==> src/rtl/rbcp_wb_fabric.sv <==
// RBCP-to-Wishbone fabric: one 8-bit Wishbone cycle per RBCP byte, decoded on RBCP_ADDR[31:16],
// with timeout and unmapped-region error replies. Define RBCP_WB_FABRIC_ERRCNT_EN to add ERR_CNT/ERR_LAST.
module rbcp_wb_fabric #(
  parameter int          N_SLV    = 8,
  parameter logic [15:0] SEL_BASE = 16'h0000,
  parameter int          TIMEOUT  = 255,
  parameter logic [7:0]  ERR_RD   = 8'hFF
) (
  input  logic               CLK,
  input  logic               RST,
  input  logic               RBCP_ACT,
  input  logic [31:0]        RBCP_ADDR,
  input  logic               RBCP_WE,
  input  logic [7:0]         RBCP_WD,
  input  logic               RBCP_RE,
  output logic [7:0]         RBCP_RD,
  output logic               RBCP_ACK,
  output logic               WB_CYC,
  output logic [N_SLV-1:0]   WB_STB,
  output logic               WB_WE,
  output logic [15:0]        WB_ADR,
  output logic [7:0]         WB_DAT_O,
  input  logic [N_SLV*8-1:0] WB_DAT_I,
  input  logic [N_SLV-1:0]   WB_ACK,
`ifdef RBCP_WB_FABRIC_ERRCNT_EN
  output logic [15:0]        ERR_CNT,
  output logic [1:0]         ERR_LAST,
`endif
  output logic               BUSY
);

  localparam int IDX_W = (N_SLV > 1) ? $clog2(N_SLV) : 1;

  localparam logic [1:0] ST_IDLE = 2'd0;
  localparam logic [1:0] ST_REQ  = 2'd1;
  localparam logic [1:0] ST_RESP = 2'd2;

  logic [1:0]       state_q, state_d;
  logic [N_SLV-1:0] stb_q, stb_d;
  logic             cyc_q, cyc_d;
  logic             we_q, we_d;
  logic [15:0]      adr_q, adr_d;
  logic [7:0]       dat_q, dat_d;
  logic [15:0]      cnt_q, cnt_d;
  logic [7:0]       rd_q, rd_d;

  logic        req;
  logic [15:0] region_idx;
  logic        mapped;
  logic        slv_ack;
  logic [7:0]  slv_dat;

  assign req        = (RBCP_WE | RBCP_RE) & RBCP_ACT;
  assign region_idx = RBCP_ADDR[31:16] - SEL_BASE;
  assign mapped     = 32'(region_idx) < N_SLV;
  // Only the strobed slave may acknowledge; stray acks elsewhere are masked off.
  assign slv_ack    = |(WB_ACK & stb_q);

  always_comb begin
    slv_dat = 8'h00;
    for (int i = 0; i < N_SLV; i++) begin
      if (stb_q[i]) slv_dat = slv_dat | WB_DAT_I[8*i +: 8];
    end
  end

  always_comb begin
    // NOTE: every target gets a default before the case, so no latch can be inferred.
    state_d = state_q;
    stb_d   = stb_q;
    cyc_d   = cyc_q;
    we_d    = we_q;
    adr_d   = adr_q;
    dat_d   = dat_q;
    cnt_d   = cnt_q;
    rd_d    = 8'h00;
    case (state_q)
      ST_IDLE: begin
        if (req) begin
          adr_d = RBCP_ADDR[15:0];
          dat_d = RBCP_WD;
          we_d  = RBCP_WE;
          cnt_d = 16'd0;
          if (mapped) begin
            stb_d = '0;
            stb_d[region_idx[IDX_W-1:0]] = 1'b1;
            cyc_d   = 1'b1;
            state_d = ST_REQ;
          end else begin
            rd_d    = RBCP_WE ? 8'h00 : ERR_RD;
            state_d = ST_RESP;
          end
        end
      end
      ST_REQ: begin
        if (!RBCP_ACT) begin
          stb_d   = '0;
          cyc_d   = 1'b0;
          cnt_d   = 16'd0;
          state_d = ST_IDLE;
        end else if (slv_ack) begin
          stb_d   = '0;
          cyc_d   = 1'b0;
          rd_d    = we_q ? 8'h00 : slv_dat;
          state_d = ST_RESP;
        end else if (cnt_q == 16'(TIMEOUT - 1)) begin
          stb_d   = '0;
          cyc_d   = 1'b0;
          rd_d    = we_q ? 8'h00 : ERR_RD;
          state_d = ST_RESP;
        end else begin
          cnt_d = cnt_q + 16'd1;
        end
      end
      default: state_d = ST_IDLE;
    endcase
  end

  always_ff @(posedge CLK) begin
    // NOTE: non-blocking assignments so every register samples pre-edge values.
    if (RST) begin
      state_q <= ST_IDLE;
      stb_q   <= '0;
      cyc_q   <= 1'b0;
      we_q    <= 1'b0;
      adr_q   <= 16'h0000;
      dat_q   <= 8'h00;
      cnt_q   <= 16'd0;
      rd_q    <= 8'h00;
    end else begin
      state_q <= state_d;
      stb_q   <= stb_d;
      cyc_q   <= cyc_d;
      we_q    <= we_d;
      adr_q   <= adr_d;
      dat_q   <= dat_d;
      cnt_q   <= cnt_d;
      rd_q    <= rd_d;
    end
  end

  assign WB_CYC   = cyc_q;
  assign WB_STB   = stb_q;
  assign WB_WE    = we_q;
  assign WB_ADR   = adr_q;
  assign WB_DAT_O = dat_q;
  assign RBCP_ACK = (state_q == ST_RESP);
  assign RBCP_RD  = rd_q;
  assign BUSY     = (state_q != ST_IDLE);

`ifdef RBCP_WB_FABRIC_ERRCNT_EN
  logic [15:0] err_cnt_q;
  logic [1:0]  err_last_q;
  logic [1:0]  err_kind;

  // Entering RESP straight from IDLE is an unmapped access; from REQ without ack, a timeout.
  assign err_kind = (state_q == ST_IDLE) ? 2'b10 : (slv_ack ? 2'b00 : 2'b01);

  always_ff @(posedge CLK) begin
    if (RST) begin
      err_cnt_q  <= 16'h0000;
      err_last_q <= 2'b00;
    end else if (state_d == ST_RESP) begin
      err_last_q <= err_kind;
      if (err_kind != 2'b00 && err_cnt_q != 16'hFFFF) err_cnt_q <= err_cnt_q + 16'd1;
    end
  end

  assign ERR_CNT  = err_cnt_q;
  assign ERR_LAST = err_last_q;
`endif

endmodule

==> config.mk <==
export PLATFORM = sky130hd
export DESIGN_NAME = rbcp_wb_fabric
export DESIGN_NICKNAME = d
export VERILOG_FILES = /design/src/rtl/rbcp_wb_fabric.sv
export SDC_FILE = /design/constraint.sdc
export NUM_CORES = 1
export LEC_CHECK = 0
export ABC_AREA = 1
export CORE_UTILIZATION = 30
export CTS_CLUSTER_DIAMETER = 80
export DETAILED_ROUTE_END_ITERATION = 16
export PLACE_DENSITY = 0.68
export SKIP_CTS_REPAIR_TIMING = 1
export SYNTH_ARGS = -nofsm -noshare
export SYNTH_HDL_FRONTEND = slang
export SYNTH_SLANG_ARGS = --single-unit
==> constraint.sdc <==
create_clock -name CLK -period 1.65 [get_ports CLK]
set_input_delay 0.33 -clock CLK [delete_from_list [all_inputs] [get_ports CLK]]
set_output_delay 0.33 -clock CLK [all_outputs]
set_load 0.05 [all_outputs]
==> metrics.txt <==
Hold Path Class=in2reg; die width=108.7 µm; #FFs+latches synth=60; final WL=11.95 mm; critical-path maximum fanout=7; cell area after synthesis=3417 µm²; most common cell after layout, fill and taps aside=nand2_1; final setup vio count=0; status=completed; share of layout cells above drive strength 1=0.2193; Post-Syn Nets=655; worst ir drop on vdd=0.0005287 V; hpwl dp=9.222 mm; Total GRT Usage=0.2033; FP Rows=38; critical path type=in2reg; via/cell ratio=4.830; Post-Synthesis Cells=536; initial antenna violation count=0; first-pass GRT wire length=18.75 mm; Final GP Congestion=0.9041; DP Area=5313 µm²; area leader, netlist=dfxtp_1; TritonCTS buffer count=9; routed len/inst=13.81 µm; part of the power in the clock network=0.447; Max Clock Skew=7.393 ps; setup TNS=0 ps; final design area excluding fillers=5787 µm²; First-pass DRT Iterations=5; Synth top area share=0.3515; port bufs=160; Initial Util=0.3111; Logic pwr share=0.191; power density over the cells=727.2 nW/µm²; Slew @ Worst Pin=318.9 ps; total grt overflow=0; detailed-route via count=4178; Final Hold Vio Count=0; synth-to-layout area growth=69.35%; Slew headroom=0.7874; crit path launch type=input port; static leakage=2.268 nW; Clock Tree Buf Depth=2; fillers=1027; Unique masters post-synth=35; Multi-input gate area=2026 µm²; Internal=3.137 mW; Syn. warnings=0; layout net count=839; Clock Tree Root=clkbuf_16; H-tree levels=3; vias in the first global route=4054; full die area=11820 µm²; register area share after synthesis=0.3515; most frequent cells in the layout=nand2_1, clkdlybuf4s50_1, buf_4; Initial DRC Count=246; largest net degree at the start of global routing=29; unrepaired setup endpoints after global routing=true; CTS tree=yes; FF+latch area=1222 µm²; fin. max-slew vios=0; max frequency=646.8 MHz; Ports=161; synth top area cells=dfxtp_1, nand2_1, a21oi_1; CP Capture Type=flop; Routed Antenna Nets=0; max-cap violations=0; worst endpoint data arrival time=1800 ps; Reg power frac=0.361; syn avg cell area=6.375 µm²; clk slew on worst S/H paths=50 ps; switching pwr=1.071 mW; core box area=10980 µm²; Sw Ratio=0.2546; DRC Markers=0; minimum hold slack=333.1 ps; Die H=108.7 µm; Req. time, crit path=1900 ps; crit share post-route=0.9371; Ant. Diodes=0; fin crit period=1546 ps; clk_lat worst skew=330 ps; clock sink total=60
[critical path, stage by stage]
cell             delay (ps)
clkdlybuf4s50_1         490
or2_1                   130
nand2_1                  50
nand2_1                 130
nand2_4                 100
a21oi_4                 200
buf_6                   150
nand3_1                  70
a21oi_1                 150
[layer usage]
metal | vias to the layer above | share of wire | track usage
li1 | 2099 | - | -
met1 | 1879 | 0.41 | 0.2318
met2 | 171 | 0.49 | 0.3531
met3 | 29 | 0.077 | 0.05858
met4 | 0 | 0.029 | 0.08591
met5 | - | 0 | 0
[flip-flops by register name, indices dropped and copies added, names as in the netlist]
| name | count |
|---|---|
| state_q | 2 |
| WB_STB | 8 |
| cnt_q | 16 |
| WB_ADR | 16 |
| WB_CYC | 1 |
| RBCP_RD | 8 |
| WB_DAT_O | 8 |
| WB_WE | 1 |
[final cells by class]
cell class,instances,share of cell area
Multi-Input combinational cell,418,0.3501
Timing Repair Buffer,196,0.3328
Sequential cell,60,0.2112
Clock buffer,12,0.04432
Tap cell,140,0.03027
Inverter,35,0.02314
Clock inverter,4,0.008216
[through the flow]
step / worst slack (ps) / std cells / total power [mW] / utilization
finish: 103.9 / 865 / 4.208 / 0.5269
global route: -27.05 / 865 / 4.345 / 0.5269
CTS: 4.151 / 857 / 4.220 / 0.5114
detailed placement: -265.8 / 841 / 2.339 / 0.4837
global placement: -255.8 / 841 / 2.327 / 0.4837
floorplan: 116.5 / 536 / 1.885 / -
[logic make-up after synthesis]
kind of cell,after synthesis,synth area share
compound gates,67,0.1077
xor+xnor,1,0.002564
fa+ha+maj,2,0.007322
buf+inv,59,0.08422
flops,60,0.3515
simple gates,347,0.4467
[synthesized netlist by cell type, drive strengths merged]
master / number
buf: 14
nor3: 7
a211oi: 3
xor2: 1
nand3b: 1
clkbuf: 10
dfxtp: 60
nand3: 55
ha: 2
o21ai: 3
nor2: 54
or2: 3
nand2: 211
a21oi: 60
nand4: 15
o21bai: 1
inv: 35
nor4: 1
[final timing paths]
path,startpoint,endpoint,slack [ps],depth (start not counted)
max,RBCP_WE,WB_STB[6],100,9
min,RST,cnt_q[0],330,4
max reg2reg,cnt_q[0],RBCP_RD[7],110,10
min reg2reg,WB_DAT_O[4],WB_DAT_O[4],460,2
[power groups by stage]
stage / clock network [mW] / registers (mW) / logic, mW
6_report: 1.88 / 1.52 / 0.805
5_1_grt: 1.97 / 1.52 / 0.855
4_1_cts: 1.91 / 1.52 / 0.790
3_5_place_dp: 0 / 1.55 / 0.788
3_3_place_gp: 0 / 1.55 / 0.778
2_1_floorplan: 0 / 1.70 / 0.186
Note: power is estimated with default switching activity, not from simulation.
